==> src/rtl/add_sub_pkg.sv <==
// Shared types and defaults for the add/sub board button and switch conditioner.
// The optional auto-repeat feature is enabled by defining BTN_AUTOREPEAT_EN.
package add_sub_pkg;

    typedef enum logic [1:0] {
        ST_IDLE         = 2'd0,
        ST_PRESS_WAIT   = 2'd1,
        ST_HELD         = 2'd2,
        ST_RELEASE_WAIT = 2'd3
    } dbnc_state_e;

    localparam int unsigned DEBOUNCE_CYCLES_DEF = 500000;
    localparam int unsigned REPEAT_DELAY_DEF    = 50000000;
    localparam int unsigned REPEAT_PERIOD_DEF   = 10000000;

    localparam int unsigned CNT_W = 24;
    localparam int unsigned RPT_W = 32;

    function automatic logic [CNT_W-1:0] sat_inc_cnt(input logic [CNT_W-1:0] v);
        return (v == {CNT_W{1'b1}}) ? v : v + CNT_W'(1);
    endfunction

endpackage

==> src/rtl/add_sub_btn_conditioner_debounce_ch.sv <==
// One button channel: 2-flop synchronizer, 4-state debounce FSM, press pulse and
// optional auto-repeat (BTN_AUTOREPEAT_EN).
module btn_debounce_ch
    import add_sub_pkg::*;
#(
    parameter int unsigned DEBOUNCE_CYCLES = DEBOUNCE_CYCLES_DEF,
    parameter int unsigned REPEAT_DELAY    = REPEAT_DELAY_DEF,
    parameter int unsigned REPEAT_PERIOD   = REPEAT_PERIOD_DEF
) (
    input  logic clk,
    input  logic rst_n,
    input  logic btn_raw,
    output logic level,
    output logic press
);

    // The sample that enters a wait state is the first stable one, so the
    // counter only has to cover the remaining DEBOUNCE_CYCLES-1 samples.
    localparam logic [CNT_W-1:0] CNT_LAST = CNT_W'(DEBOUNCE_CYCLES - 2);

    if (DEBOUNCE_CYCLES < 2 || REPEAT_DELAY < 1 || REPEAT_PERIOD < 1) begin : g_bad_param
        $error("btn_debounce_ch: illegal timing parameter");
    end

    logic [1:0]       sync_q, sync_d;
    dbnc_state_e      state_q, state_d;
    logic [CNT_W-1:0] cnt_q, cnt_d;
    logic             level_q, level_d;
    logic             press_q, press_d;
    logic             btn_s;

    assign btn_s = sync_q[1];

`ifdef BTN_AUTOREPEAT_EN
    localparam logic [RPT_W-1:0] RPT_DELAY  = RPT_W'(REPEAT_DELAY);
    localparam logic [RPT_W-1:0] RPT_PERIOD = RPT_W'(REPEAT_PERIOD);
    logic [RPT_W-1:0] rpt_q, rpt_d;
    logic             rpt_first_q, rpt_first_d;
    logic [RPT_W-1:0] rpt_inc;
    logic [RPT_W-1:0] rpt_target;
    assign rpt_inc    = rpt_q + RPT_W'(1);
    assign rpt_target = rpt_first_q ? RPT_DELAY : RPT_PERIOD;
`endif

    always_comb begin
        sync_d  = {sync_q[0], btn_raw};
        state_d = state_q;
        cnt_d   = cnt_q;
        press_d = 1'b0;
`ifdef BTN_AUTOREPEAT_EN
        rpt_d       = rpt_q;
        rpt_first_d = rpt_first_q;
`endif
        case (state_q)
            ST_IDLE: begin
                if (btn_s) begin
                    state_d = ST_PRESS_WAIT;
                    cnt_d   = '0;
                end
            end
            ST_PRESS_WAIT: begin
                if (!btn_s) begin
                    state_d = ST_IDLE;
                end else if (cnt_q >= CNT_LAST) begin
                    state_d = ST_HELD;
                    press_d = 1'b1;
`ifdef BTN_AUTOREPEAT_EN
                    rpt_d       = '0;
                    rpt_first_d = 1'b1;
`endif
                end else begin
                    cnt_d = sat_inc_cnt(cnt_q);
                end
            end
            ST_HELD: begin
                if (!btn_s) begin
                    state_d = ST_RELEASE_WAIT;
                    cnt_d   = '0;
                end else begin
`ifdef BTN_AUTOREPEAT_EN
                    if (rpt_inc >= rpt_target) begin
                        press_d     = 1'b1;
                        rpt_d       = '0;
                        rpt_first_d = 1'b0;
                    end else begin
                        rpt_d = rpt_inc;
                    end
`endif
                end
            end
            ST_RELEASE_WAIT: begin
                // Repeat counter is left untouched here so a glitch only pauses it.
                if (btn_s) begin
                    state_d = ST_HELD;
                end else if (cnt_q >= CNT_LAST) begin
                    state_d = ST_IDLE;
                end else begin
                    cnt_d = sat_inc_cnt(cnt_q);
                end
            end
            default: state_d = ST_IDLE;
        endcase
        level_d = (state_d == ST_HELD) || (state_d == ST_RELEASE_WAIT);
    end

    always_ff @(posedge clk or negedge rst_n) begin
        if (!rst_n) begin
            sync_q  <= '0;
            state_q <= ST_IDLE;
            cnt_q   <= '0;
            level_q <= 1'b0;
            press_q <= 1'b0;
`ifdef BTN_AUTOREPEAT_EN
            rpt_q       <= '0;
            rpt_first_q <= 1'b1;
`endif
        end else begin
            sync_q  <= sync_d;
            state_q <= state_d;
            cnt_q   <= cnt_d;
            level_q <= level_d;
            press_q <= press_d;
`ifdef BTN_AUTOREPEAT_EN
            rpt_q       <= rpt_d;
            rpt_first_q <= rpt_first_d;
`endif
        end
    end

    assign level = level_q;
    assign press = press_q;

endmodule

==> src/rtl/add_sub_btn_conditioner.sv <==
// Conditions the add/sub board inputs: synchronizes the switches and debounces
// btnl/btnr. Auto-repeat on held buttons is enabled by defining BTN_AUTOREPEAT_EN.
module add_sub_btn_conditioner
    import add_sub_pkg::*;
#(
    parameter int unsigned DEBOUNCE_CYCLES = DEBOUNCE_CYCLES_DEF,
    parameter int unsigned REPEAT_DELAY    = REPEAT_DELAY_DEF,
    parameter int unsigned REPEAT_PERIOD   = REPEAT_PERIOD_DEF
) (
    input  logic        clk,
    input  logic        rst_n,
    input  logic [15:0] sw,
    input  logic        btnl,
    input  logic        btnr,
    output logic [15:0] sw_sync,
    output logic        btnl_level,
    output logic        btnr_level,
    output logic        btnl_press,
    output logic        btnr_press
);

    logic [15:0] sw_meta_q, sw_meta_d;
    logic [15:0] sw_sync_q, sw_sync_d;

    always_comb begin
        sw_meta_d = sw;
        sw_sync_d = sw_meta_q;
    end

    always_ff @(posedge clk or negedge rst_n) begin
        if (!rst_n) begin
            sw_meta_q <= '0;
            sw_sync_q <= '0;
        end else begin
            sw_meta_q <= sw_meta_d;
            sw_sync_q <= sw_sync_d;
        end
    end

    assign sw_sync = sw_sync_q;

    // Channel 0 is btnl (clear), channel 1 is btnr (subtract).
    logic [1:0] btn_raw;
    logic [1:0] btn_level;
    logic [1:0] btn_press;

    assign btn_raw = {btnr, btnl};

    for (genvar gi = 0; gi < 2; gi++) begin : g_ch
        btn_debounce_ch #(
            .DEBOUNCE_CYCLES (DEBOUNCE_CYCLES),
            .REPEAT_DELAY    (REPEAT_DELAY),
            .REPEAT_PERIOD   (REPEAT_PERIOD)
        ) u_ch (
            .clk     (clk),
            .rst_n   (rst_n),
            .btn_raw (btn_raw[gi]),
            .level   (btn_level[gi]),
            .press   (btn_press[gi])
        );
    end

    assign btnl_level = btn_level[0];
    assign btnr_level = btn_level[1];
    assign btnl_press = btn_press[0];
    assign btnr_press = btn_press[1];

endmodule
==> config.mk <==
export PLATFORM = sky130hd
export DESIGN_NAME = add_sub_btn_conditioner
export DESIGN_NICKNAME = d
export VERILOG_FILES = /design/src/rtl/add_sub_pkg.sv /design/src/rtl/add_sub_btn_conditioner_debounce_ch.sv /design/src/rtl/add_sub_btn_conditioner.sv
export SDC_FILE = /design/constraint.sdc
export NUM_CORES = 1
export LEC_CHECK = 0
export CORE_MARGIN = 10
export CORE_UTILIZATION = 42
export DETAILED_ROUTE_END_ITERATION = 8
export PLACE_DENSITY_LB_ADDON = 0.15
export SYNTH_ARGS = -nofsm -noshare
export SYNTH_HDL_FRONTEND = slang
export SYNTH_HIERARCHICAL = 1
export SYNTH_SLANG_ARGS = --single-unit
==> constraint.sdc <==
create_clock -name clk -period 2.2 [get_ports clk]
set_clock_uncertainty 0.2 [all_clocks]
set_input_delay 0.44 -clock clk [delete_from_list [all_inputs] [get_ports clk]]
set_output_delay 0.44 -clock clk [all_outputs]
set_load 0.02 [all_outputs]
==> results of run 1 <==
routing by layer:
layer  GRT usage  vias up  wire length, um
met2       0.232       92             4580
met3      0.0586        6              741
met4      0.0519        0               74
li1            -     1573                -
met5           0        -                0
met1       0.196     1645             4630
worst paths after layout:
check	from	end	slack (ns)	cells after the start
setup / recovery	g_ch[1].u_ch/cnt_q[1]	g_ch[1].u_ch/cnt_q[6]	-0.22	7
max in group asynchronous	rst_n	sw_sync[7]	0.85	3
hold reg to reg	sw_meta_q[14]	sw_sync[14]	0.15	0
hold / removal	sw_meta_q[14]	sw_sync[14]	0.15	0
min in group asynchronous	rst_n	g_ch[1].u_ch/cnt_q[9]	0.37	2
setup reg to reg	g_ch[1].u_ch/cnt_q[1]	g_ch[1].u_ch/cnt_q[6]	-0.22	7
where the power goes:
group          total (uW)  switching (uW)  leakage (uW)  internal, uW
registers            1730            27.9       0.00116          1700
clock network        1150             585      0.000100           564
logic                 330             171       0.00116           159
total                3210             784       0.00243          2420
worst reg2reg max path, delay by kind of cell, from the launching register on:
kind                     cells  cell delay (ns)
flip-flops                   1             0.43
adder cells (fa/ha/maj)      1             0.18
buffers and inverters        1             0.15
AND/OR/NAND/NOR              1             0.50
AO/OA/AOI/OAI                4             0.90
timing repair:
item                                   4_1_cts  5_1_grt
cloned                                       1        0
setup endpoints to repair                   36       32
hold buffers                                 1        0
endpoints found under the hold margin       32        0
pin swaps                                   22       20
buffers inserted                            10        1
gates resized for setup                     31       31
cell type report:
cell class,count,area (um2),share of cell area
multi-input combinational,245,1870,0.339
timing repair buffer,115,1010,0.184
clock inverter,5,60.1,0.0109
tap,111,139,0.0252
inverter,10,37.5,0.00680
sequential,90,2250,0.408
clock buffer,11,141,0.0256
layout by cell type, fill, tap and decap left out, types with 9 or more instances in the layout:
cell              n
clkbuf_8         10
inv_1             9
a31oi_1          10
nand2_1          31
clkdlybuf4s50_1  38
nor2b_1          10
a41o_1           10
dfrtp_1          90
nor2_1           28
buf_6            11
a21oi_1          24
buf_4            64
logic make-up (layout without fill, tap and decap cells):
kind of cell	count (synthesis)	in the layout	synth area share
and+or+nand+nor	138	138	0.187
AOI/OAI and AO/OA	92	93	0.169
DFF	90	90	0.575
buffers and inverters	26	141	0.0300
muxes	6	6	0.0166
adders and majority gates	4	4	0.0128
xor gates and xnor gates	4	4	0.00895
flip-flops by register name, indices dropped and copies added (netlist names):
name               flops
g_ch.u_ch/cnt_q       48
g_ch.u_ch/state_q      2
g_ch.u_ch/level        2
g_ch.u_ch/press        2
g_ch.u_ch/sync_q       4
sw_meta_q             16
sw_sync               16
metrics by stage:
stage               instance area [um2]  cells  hold slack (ns)  power (uW)
floorplan                          3940    360          -0.0556        1870
global placement                   4890    559            0.131        2050
detailed placement                 4890    559            0.135        2050
CTS                                5360    586            0.154        3250
global route                       5520    587            0.160        3370
finish                             5520    587            0.154        3210
==> impl_results.md, run 1 <==
- Clock sink total: 90
- Maximum clock rate: 0.414 GHz
- Failing checks: setup timing
- Mapped Area: 3920 um2
- DP HPWL: around 6.7 mm
- Final Util: 0.603
- Vias in the first global route: 3329
- Synth cell count leaders: dfrtp_1 (90), nand2_1 (32), a21oi_1 (30), nor2_1 (30), or4_1 (12)
- GRT Util Overall: 0.153
- Max-Cap Viols: 0
- Post-synth EDFFs: 0
- Async S/R FF share, synth: 1.00
- Setup TNS: -1.80 ns
- Die outline height: 117 um
- PnR worst setup slack: -0.218 ns
- Core area: 9150 um2
- Num CTS Buffers: 9
- Clk root buf: clkbuf_8
- Gp weighted congestion: 0.836
- Final Hold Viols: 0
- Number of cells produced by synthesis: between 300 and 400
- Peak supply drop: just under 500 uV
- Leading post-synthesis cells by cell area: dfrtp_1 (58%), a21oi_1 (3.8%), nand2_1 (3.1%)
- Top cell type by total area after synthesis: dfrtp_1
- Unique cell type count in the Yosys netlist: 42
- Diodes inserted: 0
- Starting DRT DRC Count: ~200
- Most frequent cell after synthesis: dfrtp_1
- Slew @ Worst Pin: 0.953 ns
- RSZ-0062 raised after global routing: yes
- Routed len/inst: about 17 um
- # rows: 35
- Crit-path max FO: 3
- Final period utilization: 1.10
- Outcome: finished with violations
- Starting density of the core: 0.428
- Top-area cell type share of the netlist area: 0.575
- Syn_area_per_cell: 10.9 um2
- Area grow syn2layout: 40.9%
- Final setup viols: 17
- Nets@finish: 495
- CP bufs+invs: 1
- Final WL: 10.0 mm
- DR pass1 iterations: 4
- CP Capture Type: flop
- Final ANT Viol Nets: 0
- Clk pin slew, worst setup/hold paths: 0.10 ns
- Crit path time final: between 2 and 2.5 ns
- DP Worst Slack: -0.230 ns
- Worst Setup Start Kind: flop
- Worst Path Required: 2.29 ns
- PortBufs: 39
- Number of I/O pins: 40
- Lkg Pwr: 0.00243 uW
- CTS max path bufs: 2
- Delay-heaviest family, CP: compound AO/OA/AOI/OAI gates
- Hold Path Class: reg -> reg
- Initial antenna violation count: 0
- Clock latency on the worst-skew pair: 0.35 ns
- Worst-path cell chain: ha_4 -> o2111ai_4 -> a211oi_2 -> buf_4 -> a2111o_1 -> or4_1 -> a21oi_2
- Share of cells above drive strength 1: 0.294
- # fillers: 749
- Slowest CP cell: or4_1
- #FFs+latches synth: 90
- Seq/Total Area, Yosys: 0.575
- CP peak stage delay: 0.50 ns
- TritonCTS clock tree: yes
- Grt ovf: 0
- DR vias/cell: 5.65
- Rel. slew slack: 0.362
- Pwr/cell area: 581 nW/um2
- Post-synth net total: roughly 380
- Die area: roughly 14000 um2
- Critical Path AT: 2.51 ns
- Die span in x: approximately 120 um
- H-tree levels: 3
- Largest net degree at the start of global routing: 36
- Final slew viol count: 0
- CP Class: reg -> reg
- Synth Warn #: 6
- DR DRC count: 0
- First-pass GRT wire length: 16.4 mm
- DR vias: 3316
- Ys flop type: dfrtp_1
Power figures use the tool's default switching activity.
==> run 2: changes to the inputs <==
--- a/config.mk
+++ b/config.mk
@@ -6,8 +6,9 @@
 export NUM_CORES = 1
 export LEC_CHECK = 0
 export CORE_MARGIN = 10
-export CORE_UTILIZATION = 42
+export CORE_UTILIZATION = 35
 export DETAILED_ROUTE_END_ITERATION = 8
+export GPL_ROUTABILITY_DRIVEN = 0
 export PLACE_DENSITY_LB_ADDON = 0.15
 export SYNTH_ARGS = -nofsm -noshare
 export SYNTH_HDL_FRONTEND = slang
==> impl_results.md, run 2 (synthesis gave the netlist of run 1 again) <==
- Outcome: finished with violations (unchanged)
- Failing checks: setup timing (unchanged)
- Lkg Pwr: 0.00246 uW (was 0.00243 uW)
- DP HPWL: 6.60 mm (was 6.66 mm)
- Final hold slack: 0.154 ns (about the same)
- Max-Cap Viols: 0 (unchanged)
- Diodes inserted: 0 (unchanged)
- Worst-path cell chain: ha_4 -> o2111ai_4 -> a211oi_2 -> a2111o_1 -> buf_6 -> or4_4 -> a21oi_2 (was ha_4 -> o2111ai_4 -> a211oi_2 -> buf_4 -> a2111o_1 -> or4_1 -> a21oi_2)
- H-tree levels: 3 (unchanged)
- Nets@finish: 499 (was 495)
- Final WL: 10.3 mm (was 10.0 mm)
- Initial antenna violation count: 0 (unchanged)
- CTS max path bufs: 2 (unchanged)
- Final period utilization: 1.10 (about the same)
- Worst Path Required: 2.28 ns (was 2.29 ns)
- Pwr/cell area: 567 nW/um2 (was 581 nW/um2)
- Core area: 10900 um2 (was 9150 um2)
- R2r endpoint: g_ch[1].u_ch/cnt_q[16] (was g_ch[1].u_ch/cnt_q[6])
- Commonest non-fill, non-tap cell in the layout: dfrtp_1 (unchanged)
- DR DRC count: 0 (unchanged)
- DR vias/cell: 5.22 (was 5.65)
- Peak supply drop: 455 uV (was 493 uV)
- Total power: 3170 uW (was 3210 uW)
- Die area: 15800 um2 (was 13600 um2)
- GRT Util Overall: 0.126 (was 0.153)
- Final slew viol count: 0 (unchanged)
- Maximum clock rate: 0.414 GHz (about the same)
- R2R Path Start: g_ch[1].u_ch/cnt_q[1] (unchanged)
- Final ANT Viol Nets: 0 (unchanged)
- Placed instance area: 4920 um2 (was 4890 um2)
- Routed len/inst: 16.6 um (was 17.1 um)
- Rel. slew slack: 0.353 (was 0.362)
- CP peak stage delay: 0.51 ns (was 0.50 ns)
- Commonest non-fill, non-tap cells in the layout: dfrtp_1 (90), buf_4 (68), clkdlybuf4s50_1 (38), nand2_1 (32), nor2_1 (27) (was dfrtp_1 (90), buf_4 (64), clkdlybuf4s50_1 (38), nand2_1 (31), nor2_1 (28))
- Crit path time final: 2.41 ns (was 2.42 ns)
- Largest net degree at the start of global routing: 41 (was 36)
- Die span in x: 126 um (was 117 um)
- Starting DRT DRC Count: 131 (was 201)
- Final Hold Viols: 0 (unchanged)
- Worst Setup Start Kind: flop (unchanged)
- DP Worst Slack: -0.243 ns (was -0.230 ns)
- Starting density of the core: 0.360 (was 0.428)
- DR vias: 3235 (was 3316)
- Slowest CP cell: or4_4 (was or4_1)
- Clock sink total: 90 (unchanged)
- CP Capture Type: flop (unchanged)
- FF-to-FF path depth: 7 (unchanged)
- Num CTS Buffers: 9 (unchanged)
- # rows: 38 (was 35)
- CP Class: reg -> reg (unchanged)
- Most flop-heavy register: g_ch.u_ch/cnt_q (unchanged)
- Critical Path AT: 2.50 ns (was 2.51 ns)
- Hold Path End: sw_sync[4] (was sw_sync[14])
- Cell depth of the worst hold path: 0 (unchanged)
- Area grow syn2layout: 42.6% (was 40.9%)
- R2r setup slk: -0.21 ns (was -0.22 ns)
- Die outline height: 126 um (was 117 um)
- Share of cells above drive strength 1: 0.306 (was 0.294)
- Largest register FFs: 48 (unchanged)
- Clk pin slew, worst setup/hold paths: 0.10 ns (about the same)
- Crit-path max FO: 6 (was 3)
- DR pass1 iterations: 4 (unchanged)
- Grt ovf: 0 (unchanged)
- First-pass GRT wire length: 16.8 mm (was 16.4 mm)
- TritonCTS clock tree: yes (unchanged)
- Setup TNS: -3.13 ns (was -1.80 ns)
- Clock latency on the worst-skew pair: 0.36 ns (was 0.35 ns)
- RSZ-0062 raised after global routing: yes (unchanged)
- Final Cell Area: 5590 um2 (was 5520 um2)
- Clk root buf: clkbuf_8 (unchanged)
- PortBufs: 39 (unchanged)
- Slew @ Worst Pin: 0.967 ns (was 0.953 ns)
- Final setup viols: 31 (was 17)
- Vias in the first global route: 3333 (was 3329)
- # fillers: 932 (was 749)
- Hold Path Class: reg -> reg (unchanged)
- Hold path start: sw_meta_q[4] (was sw_meta_q[14])
- PnR worst setup slack: -0.213 ns (was -0.218 ns)
- Number of I/O pins: 40 (unchanged)
==> run 2: changes by cell type in the layout (fill, tap and decap cells not counted), sizes merged <==
cell / delta
clkbuf: -2
inv: +1
a2111o: -1
bufinv: -1
clkinv: +2
buf: +5
==> run 2: stage by stage <==
step	utilization	instances
after floorplan	-	360
after global placement	0.452	587
after detailed placement	0.452	587
after CTS	0.494	614
after global routing	0.513	620
final	0.513	620
==> run 2: worst max path at each step <==
stage	start	to	slack [ns]	cells past startpoint
floorplan	g_ch[0].u_ch/cnt_q[1]	g_ch[0].u_ch/cnt_q[6]	-0.11	7
global placement	g_ch[1].u_ch/cnt_q[12]	g_ch[1].u_ch/cnt_q[3]	-0.17	7
detailed placement	g_ch[1].u_ch/cnt_q[12]	g_ch[1].u_ch/cnt_q[5]	-0.24	7
CTS	g_ch[1].u_ch/cnt_q[1]	g_ch[1].u_ch/cnt_q[8]	-0.21	7
global route	g_ch[1].u_ch/cnt_q[1]	g_ch[1].u_ch/cnt_q[8]	-0.29	8
finish	g_ch[1].u_ch/cnt_q[1]	g_ch[1].u_ch/cnt_q[16]	-0.21	7
==> run 2: metal layers <==
| layer | track usage | wire (um) | up-vias |
|---|---|---|---|
| met5 | 0 | 0 | - |
| met4 | 0.0476 | 104 | 0 |
| met1 | 0.165 | 4850 | 1581 |
| li1 | - | - | 1575 |
| met3 | 0.0352 | 582 | 10 |
| met2 | 0.196 | 4780 | 69 |
==> run 2: report_power, final <==
group	switching, uW	total, uW	internal (uW)
Combinational	169	326	157
Sequential	30.7	1730	1700
Clock	668	1110	444
Total	868	3170	2300
==> run 2: repair_timing <==
action | CTS | global route
pin swaps | 20 | 24
buffers inserted | 11 | 5
endpoints found under the setup margin | 32 | 38
hold buffers | 1 | 0
gates resized for setup | 35 | 33
hold endpoints to repair | 29 | 0
gates cloned | 0 | 1
==> run 2: final cells by class <==
type	instances	area (um2)	share of cell area
Multi-Input combinational cell	244	1870	0.336
Sequential cell	90	2250	0.403
Clock inverter	7	72.6	0.0130
Clock buffer	9	124	0.0222
Timing Repair Buffer	120	1050	0.188
Tap cell	140	175	0.0314
Inverter	10	37.5	0.00672
==> run 2: worst max-delay path: cells and delay by family, from the launching register on <==
family                     cells  cell delay, ns
AOI/OAI and AO/OA              4            0.87
and+or+nand+nor                1            0.51
DFF                            1            0.43
adders and majority gates      1            0.18
buffers and inverters          1            0.15
==> run 3: changes to the inputs <==
--- a/config.mk
+++ b/config.mk
@@ -14,3 +14,4 @@
 export SYNTH_HDL_FRONTEND = slang
 export SYNTH_HIERARCHICAL = 1
 export SYNTH_SLANG_ARGS = --single-unit
+export TNS_END_PERCENT = 100
==> results of run 3 <==
No change in the layout: final DEF, timing and power equal those of run 2.
